--- config.mk ---
export PLATFORM = sky130hd
export DESIGN_NAME = vga_fb_arbiter
export DESIGN_NICKNAME = d
export VERILOG_FILES = /design/src/rtl/vga_fb_arbiter.sv
export SDC_FILE = /design/constraint.sdc
export NUM_CORES = 1
export LEC_CHECK = 0
export CELL_PAD_IN_SITES_DETAIL_PLACEMENT = 1
export CELL_PAD_IN_SITES_GLOBAL_PLACEMENT = 1
export CORE_MARGIN = 1.5
export CORE_UTILIZATION = 50
export CTS_BUF_LIST = sky130_fd_sc_hd__clkbuf_4 sky130_fd_sc_hd__clkbuf_8 sky130_fd_sc_hd__clkbuf_16
export DETAILED_ROUTE_END_ITERATION = 6
export GPL_ROUTABILITY_DRIVEN = 1
export GPL_TIMING_DRIVEN = 1
export PLACE_DENSITY = 0.82
export RECOVER_POWER = 25
export SLEW_MARGIN = 20
export SYNTH_ARGS = -nofsm -noshare
export SYNTH_HDL_FRONTEND = slang
export SYNTH_SLANG_ARGS = --single-unit
--- constraint.sdc ---
create_clock -name clk -period 8.65 [get_ports clk]
set_input_delay 2.1625 -clock clk [delete_from_list [all_inputs] [get_ports clk]]
set_output_delay 2.1625 -clock clk [all_outputs]
set_load 0.005 [all_outputs]
--- src/rtl/vga_fb_arbiter.sv ---
`default_nettype none
//------------------------------------------------------------------------------
// vga_fb_arbiter : shares one single-port pixel RAM between VGA scan-out
//                  (FWFT prefetch FIFO) and an Avalon-MM style host write port.
// Optional: VGA_FB_UFLOW_CNT_EN adds a saturating underflow counter.
// Revision: 1.0
//------------------------------------------------------------------------------
module vga_fb_arbiter #(
    parameter int ADDR_W       = 19,
    parameter int FRAME_PIXELS = 480000,
    parameter int FIFO_DEPTH   = 16,
    parameter int LOW_WATER    = 8
) (
    input  logic              clk,
    input  logic              reset,
    input  logic              vsync_start,
    input  logic              pix_rd,
    output logic [5:0]        pix_data,
    output logic              pix_valid,
    output logic              underflow,
    input  logic              host_write,
    input  logic [ADDR_W-1:0] host_address,
    input  logic [5:0]        host_writedata,
    output logic              host_waitrequest,
    output logic [ADDR_W-1:0] mem_address,
    output logic              mem_read,
    output logic              mem_write,
    output logic [5:0]        mem_writedata,
    input  logic [5:0]        mem_readdata
`ifdef VGA_FB_UFLOW_CNT_EN
    ,
    output logic [15:0]       uflow_cnt
`endif
);

    localparam int PTR_W = $clog2(FIFO_DEPTH);
    localparam int CNT_W = PTR_W + 1;
    localparam logic [ADDR_W-1:0] c_frame_end = ADDR_W'(FRAME_PIXELS);
    localparam logic [CNT_W-1:0]  c_depth     = CNT_W'(FIFO_DEPTH);
    localparam logic [CNT_W-1:0]  c_low       = CNT_W'(LOW_WATER);

    typedef enum logic [1:0] {
        ST_IDLE = 2'd0,
        ST_DISP = 2'd1,
        ST_HOST = 2'd2
    } state_t;

    state_t            r_state;
    logic [5:0]        r_mem [FIFO_DEPTH];
    logic [PTR_W-1:0]  r_wr_ptr;
    logic [PTR_W-1:0]  r_rd_ptr;
    logic [CNT_W-1:0]  r_count;
    logic              r_inflight;
    logic [ADDR_W-1:0] r_disp_addr;
    logic [CNT_W-1:0]  r_burst;

    logic             w_push;
    logic             w_pop;
    logic             w_uflow_evt;
    logic [CNT_W-1:0] w_count_next;
    logic [CNT_W-1:0] w_fill_next;
    logic             w_frame_left;
    logic             w_room;
    logic             w_idle_disp;
    logic             w_issue;
    logic             w_accept;

    assign pix_valid   = (r_count != '0);
    assign pix_data    = r_mem[r_rd_ptr];
    assign w_push      = r_inflight;
    assign w_pop       = pix_rd & pix_valid;
    assign w_uflow_evt = pix_rd & ~pix_valid;

    // Fill as it will stand after this edge, counting the read issued this cycle
    // as in flight; a new read is only scheduled while this stays below depth.
    assign w_count_next = r_count + CNT_W'(w_push) - CNT_W'(w_pop);
    assign w_fill_next  = w_count_next + CNT_W'(mem_read);
    assign w_frame_left = (r_disp_addr < c_frame_end);
    assign w_room       = (w_fill_next < c_depth);

    assign w_idle_disp = w_frame_left &&
                         ((w_fill_next <= c_low) || (w_room && !host_write));
    // Bursts are capped at FIFO_DEPTH reads so a steadily draining FIFO cannot
    // lock the host out indefinitely.
    assign w_issue  = ((r_state == ST_IDLE) && w_idle_disp) ||
                      ((r_state == ST_DISP) && w_frame_left && w_room && (r_burst < c_depth));
    assign w_accept = (r_state == ST_IDLE) && !w_idle_disp && host_write;

    always_ff @(posedge clk) begin
        if (reset) begin
            for (int i = 0; i < FIFO_DEPTH; i++) begin
                r_mem[i] <= '0;
            end
        end else if (w_push && !vsync_start) begin
            r_mem[r_wr_ptr] <= mem_readdata;
        end
    end

    always_ff @(posedge clk) begin
        if (reset || vsync_start) begin
            r_wr_ptr   <= '0;
            r_rd_ptr   <= '0;
            r_count    <= '0;
            r_inflight <= 1'b0;
        end else begin
            if (w_push) begin
                r_wr_ptr <= r_wr_ptr + PTR_W'(1);
            end
            if (w_pop) begin
                r_rd_ptr <= r_rd_ptr + PTR_W'(1);
            end
            r_count    <= w_count_next;
            r_inflight <= mem_read;
        end
    end

`ifdef VGA_FB_UFLOW_CNT_EN
    always_ff @(posedge clk) begin
        if (reset || vsync_start) begin
            underflow <= 1'b0;
            uflow_cnt <= '0;
        end else if (w_uflow_evt) begin
            underflow <= 1'b1;
            if (uflow_cnt != 16'hFFFF) begin
                uflow_cnt <= uflow_cnt + 16'd1;
            end
        end
    end
`else
    always_ff @(posedge clk) begin
        if (reset) begin
            underflow <= 1'b0;
        end else if (w_uflow_evt) begin
            underflow <= 1'b1;
        end
    end
`endif

    // Outputs are registered: each edge schedules the RAM action of the next cycle.
    always_ff @(posedge clk) begin
        if (reset || vsync_start) begin
            r_state          <= ST_IDLE;
            r_disp_addr      <= '0;
            r_burst          <= '0;
            mem_read         <= 1'b0;
            mem_write        <= 1'b0;
            mem_address      <= '0;
            mem_writedata    <= '0;
            host_waitrequest <= 1'b1;
        end else begin
            mem_read         <= 1'b0;
            mem_write        <= 1'b0;
            host_waitrequest <= 1'b1;
            if (w_issue) begin
                r_state     <= ST_DISP;
                mem_read    <= 1'b1;
                mem_address <= r_disp_addr;
                r_disp_addr <= r_disp_addr + ADDR_W'(1);
                r_burst     <= (r_state == ST_IDLE) ? CNT_W'(1) : r_burst + CNT_W'(1);
            end else if (w_accept) begin
                r_state          <= ST_HOST;
                mem_write        <= 1'b1;
                mem_address      <= host_address;
                mem_writedata    <= host_writedata;
                host_waitrequest <= 1'b0;
            end else begin
                r_state <= ST_IDLE;
            end
        end
    end

endmodule
`default_nettype wire
==> impl.org <==
** Synth
- Synthesis produced a netlist with a net count of 685.
- Of the synthesized area, sequential elements account for 0.565.
- By area the synthesized netlist is led by edfxtp_1, dfxtp_1, mux4_2, and3_1, a21oi_1.
- Top FF cell, synth :: edfxtp_1
- After synthesis the netlist holds a flip-flop and latch count of 167.
- EDFF count, synth :: 96
- Mapped cell area :: 7620 sq um
- After synthesis, the share of flip-flops with an asynchronous set or reset is 0.
- Area fraction of the dominant cell type after synthesis :: 0.379
- The synthesized design spends more area on one cell type than any other, namely edfxtp_1.
- The Yosys step of the flow raised 0 warnings.
- Synthesis produced a netlist whose cell count is 634.
- Mean cell area of the mapped netlist :: 12.0 sq um
- Count of distinct cell types in the synthesized netlist :: 54

** Routing
- Via-per-instance ratio :: 5.99
- Number of nets with antenna violations after routing :: 0
- The first TritonRoute pass finished after 4 iterations.
- Total wire length :: 19400 um
- Average wire length per cell after detail routing :: 21.9 um
- Iteration-0 DRC Markers :: 303
- For this run, design rule violations remaining after detail routing come to 0.
- Summing over every cut layer, the via total after detailed routing is 5299.

** Worst hold path
- Along the worst hold path, the cell count comes to 2.
- Beginning of the worst hold path :: mem_writedata[3]$_SDFFE_PP0P_
- The tightest min-delay check is of the flip-flop to flip-flop type.
- Hold path endpoint :: mem_writedata[3]$_SDFFE_PP0P_

** Clocking
- CTS built an H-tree with a depth of 4.
- Hold-fix buffers, CTS :: 0
- The later pin in the worst-skew pair is clocked with a latency of 0.43 ns.
- Clock-pin slew of the registers on the worst-case setup and hold paths :: 0.06 ns
- TritonCTS built the clock tree.
- The number of gates resized after CTS was 0.
- The tree is rooted in a clkbuf_16.
- Buffers from clock root to sink, at most :: 2
- For this design, the sink count on the clock tree is 167.
- The number of setup buffers added after CTS is 0.
- CTS Buf Count :: 17

** Pwr
- Proportion of total power due to net switching :: 0.353
- Of the total power, registers draw 0.358.
- The worst-case IR drop observed on VDD is 0.000219 V.
- In this run the power spent charging and discharging nets is 911 uW.
- Pwr dens :: 284 nW/um^2
- The share of total power dissipated in combinational logic is 0.345.
- The share of total power dissipated in the clock network is 0.298.
- Cell internal power was estimated by the tool at 1670 uW.
- Total design power :: 2580 uW
- Leak :: 0.00363 uW

** Finish
- Area growth from synthesis to layout :: 19.1%
- Multi-input gate area :: 3100 sq um
- Post-route cell area :: 9070 sq um
- Once layout is complete, the utilization of the core stands at 0.617.
- Count of inserted antenna diode cells :: 0
- Fin cells :: 884
- Registers take 4300 sq um.
- The filler cells instantiated in the layout total 1478.
- Fraction of final layout cells sized beyond drive strength 1 :: 0.114
- Number of nets in the layout :: 738
- Most frequent cells in the layout :: and3_1, edfxtp_1, dfxtp_1
- Leaving out fill and tap cells, the most frequent cell in the layout is and3_1.

** Floorplan
- The die is 126 um wide.
- Overall die area :: 16000 sq um
- Effective utilization at floorplan :: 0.518
- Height of the chip :: 126 um
- For this design the top-level I/O count stands at 72.
- The core region is 14700 sq um.
- Number of rows created at floorplan :: 44

** Worst setup path
- STA puts the critical path data arrival time at 6.65 ns.
- Category of the critical setup timing path :: primary input to flip-flop
- Worst setup EP type :: flip-flop
- STA puts the critical path data required time at 8.97 ns.
- Reg-to-reg setup timing slack :: 3.99 ns
- Reg2Reg Launch Point :: r_count[3]$_SDFF_PP0_
- In this run the critical register-to-register path is captured at mem_address[7]$_SDFFE_PP0P_.
- Worst r2r path cells :: 16
- The worst setup path is launched from a primary input.
- Critical-path maximum fanout :: 58

** Timing
- Maximum operating frequency :: 158 MHz
- Finish-stage setup viols :: 0
- The worst path in the final design needs a cycle of 6.33 ns, including I/O delays and setup.
- Worst-case headroom to the max-slew limit :: -1.26
- The final hold violation count was 0.
- Worst Skew :: 0.0103 ns
- Setup repair after global routing left no endpoint under its margin.
- Setup TNS :: 0 ns
- The final max-slew violation count came to 59.
- Transition at the pin with the smallest max-transition slack :: 3.39 ns
- In the finished design, the share of the clock period the worst path needs comes to 0.732.

** Job
- Max_cap viols :: 1

** GRT
- Sum of overflow across all layers after global routing :: 0
- Vias in the first global route :: 5829
- Number of antenna violations at the first check in global routing :: 0
- Largest net degree at the start of global routing :: 59
- First-pass GRT wire length :: 30800 um
- In the global route stage, overall resource usage came out at 0.251.

** Placement
- Number of placed instances with taps included :: 851
- At the end of routability-driven placement, the weighted congestion stood at 0.788.
- Cell Area, Placed :: 8480 sq um
- Input/output buffers :: 71
- Detailed Place HPWL :: 12500 um

** Run status
- Violated checks :: max-capacitance violations, max-slew violations
- The flow ran to the end, but the final reports show violations.
[worst max path at each step]
stage | from | end | slack, ns | depth (start not counted)
2_1_floorplan | pix_rd | r_disp_addr[12]$_SDFFE_PP0P_ | 3.62 | 12
3_3_place_gp | pix_rd | mem_address[3]$_SDFFE_PP0P_ | 2.73 | 13
3_5_place_dp | pix_rd | mem_address[5]$_SDFFE_PP0P_ | 2.53 | 13
4_1_cts | pix_rd | mem_address[7]$_SDFFE_PP0P_ | 2.86 | 13
5_1_grt | reset | r_burst[2]$_SDFFE_PP0P_ | 1.96 | 5
6_report | reset | r_disp_addr[7]$_SDFFE_PP0P_ | 2.32 | 5
[layer usage]
layer | global-route usage | part of all wire
met5 | 0 | 0
met4 | 0.0920 | 0.018
met3 | 0.0565 | 0.045
met2 | 0.467 | 0.54
met1 | 0.281 | 0.39
[sequential cells by signal (all words and copies together) (netlist names), named ones only]
| signal | count |
|---|---|
| underflow | 1 |
| host_waitrequest | 1 |
| mem_address | 19 |
| mem_write | 1 |
| r_rd_ptr | 4 |
| r_mem | 96 |
| r_burst | 5 |
| r_count | 5 |
| mem_writedata | 6 |
| r_disp_addr | 19 |
| r_inflight | 1 |
| mem_read | 1 |
| r_wr_ptr | 4 |
[stage by stage]
stage | hold slack [ns] | setup WS, ns
floorplan | 0.443 | 3.62
global placement | 0.442 | 2.73
detailed placement | 0.458 | 2.53
CTS | 0.470 | 2.86
global route | 0.482 | 1.96
finish | 0.464 | 2.32
[logic make-up (layout without fill, tap and decap cells)]
group / Yosys count / in the layout / synth area share
DFF: 167 / 167 / 0.565
muxes: 35 / 35 / 0.0953
adders and majority gates: 15 / 15 / 0.0256
buffers and inverters: 61 / 127 / 0.0312
xor gates and xnor gates: 13 / 13 / 0.0177
AOI/OAI and AO/OA: 111 / 111 / 0.0973
and+or+nand+nor: 232 / 232 / 0.168
[critical path: stages]
cell and delay (ns):
dlygate4sd3_1 0.52, clkbuf_1 0.94, or2_0 2.52, nor2_1 0.12
a41o_1 0.37
[synthesized netlist by cell type (2+ instances only)]
library cell and number:
a211oi_1 2, a21o_1 16, a21oi_1 44, a22oi_1 18, a31oi_1 3, a41o_1 2
and2_1 5, and3_1 103, buf_1 5, buf_2 3, clkbuf_1 41, dfxtp_1 71
edfxtp_1 96, ha_1 14, inv_1 10, mux2i_1 5, mux4_2 30, nand2_1 36
nand2b_1 2, nand3_1 27, nand3b_1 2, nand4_1 2, nor2_1 28, nor2b_1 2
nor3_1 4, nor3b_1 2, o21ai_0 7, o31ai_1 5, o31ai_2 2, or3_1 9
or4_1 6, xnor2_1 8, xor2_1 3
[power by group through the flow]
stage               registers, uW  logic [uW]  clock network [uW]
floorplan                     935         621                   0
global placement              937         839                   0
detailed placement            941         877                   0
CTS                           925         885                 783
global route                  929         970                 813
finish                        924         890                 768
[area by class of cell]
class                           count  share of cell area
Tap cell                          184              0.0254
Inverter                           10             0.00414
Clock buffer                       20              0.0494
Sequential cell                   167               0.474
Clock inverter                     12              0.0165
Timing Repair Buffer               85              0.0891
Multi-Input combinational cell    406               0.341
(Power assumes the default switching activity.)
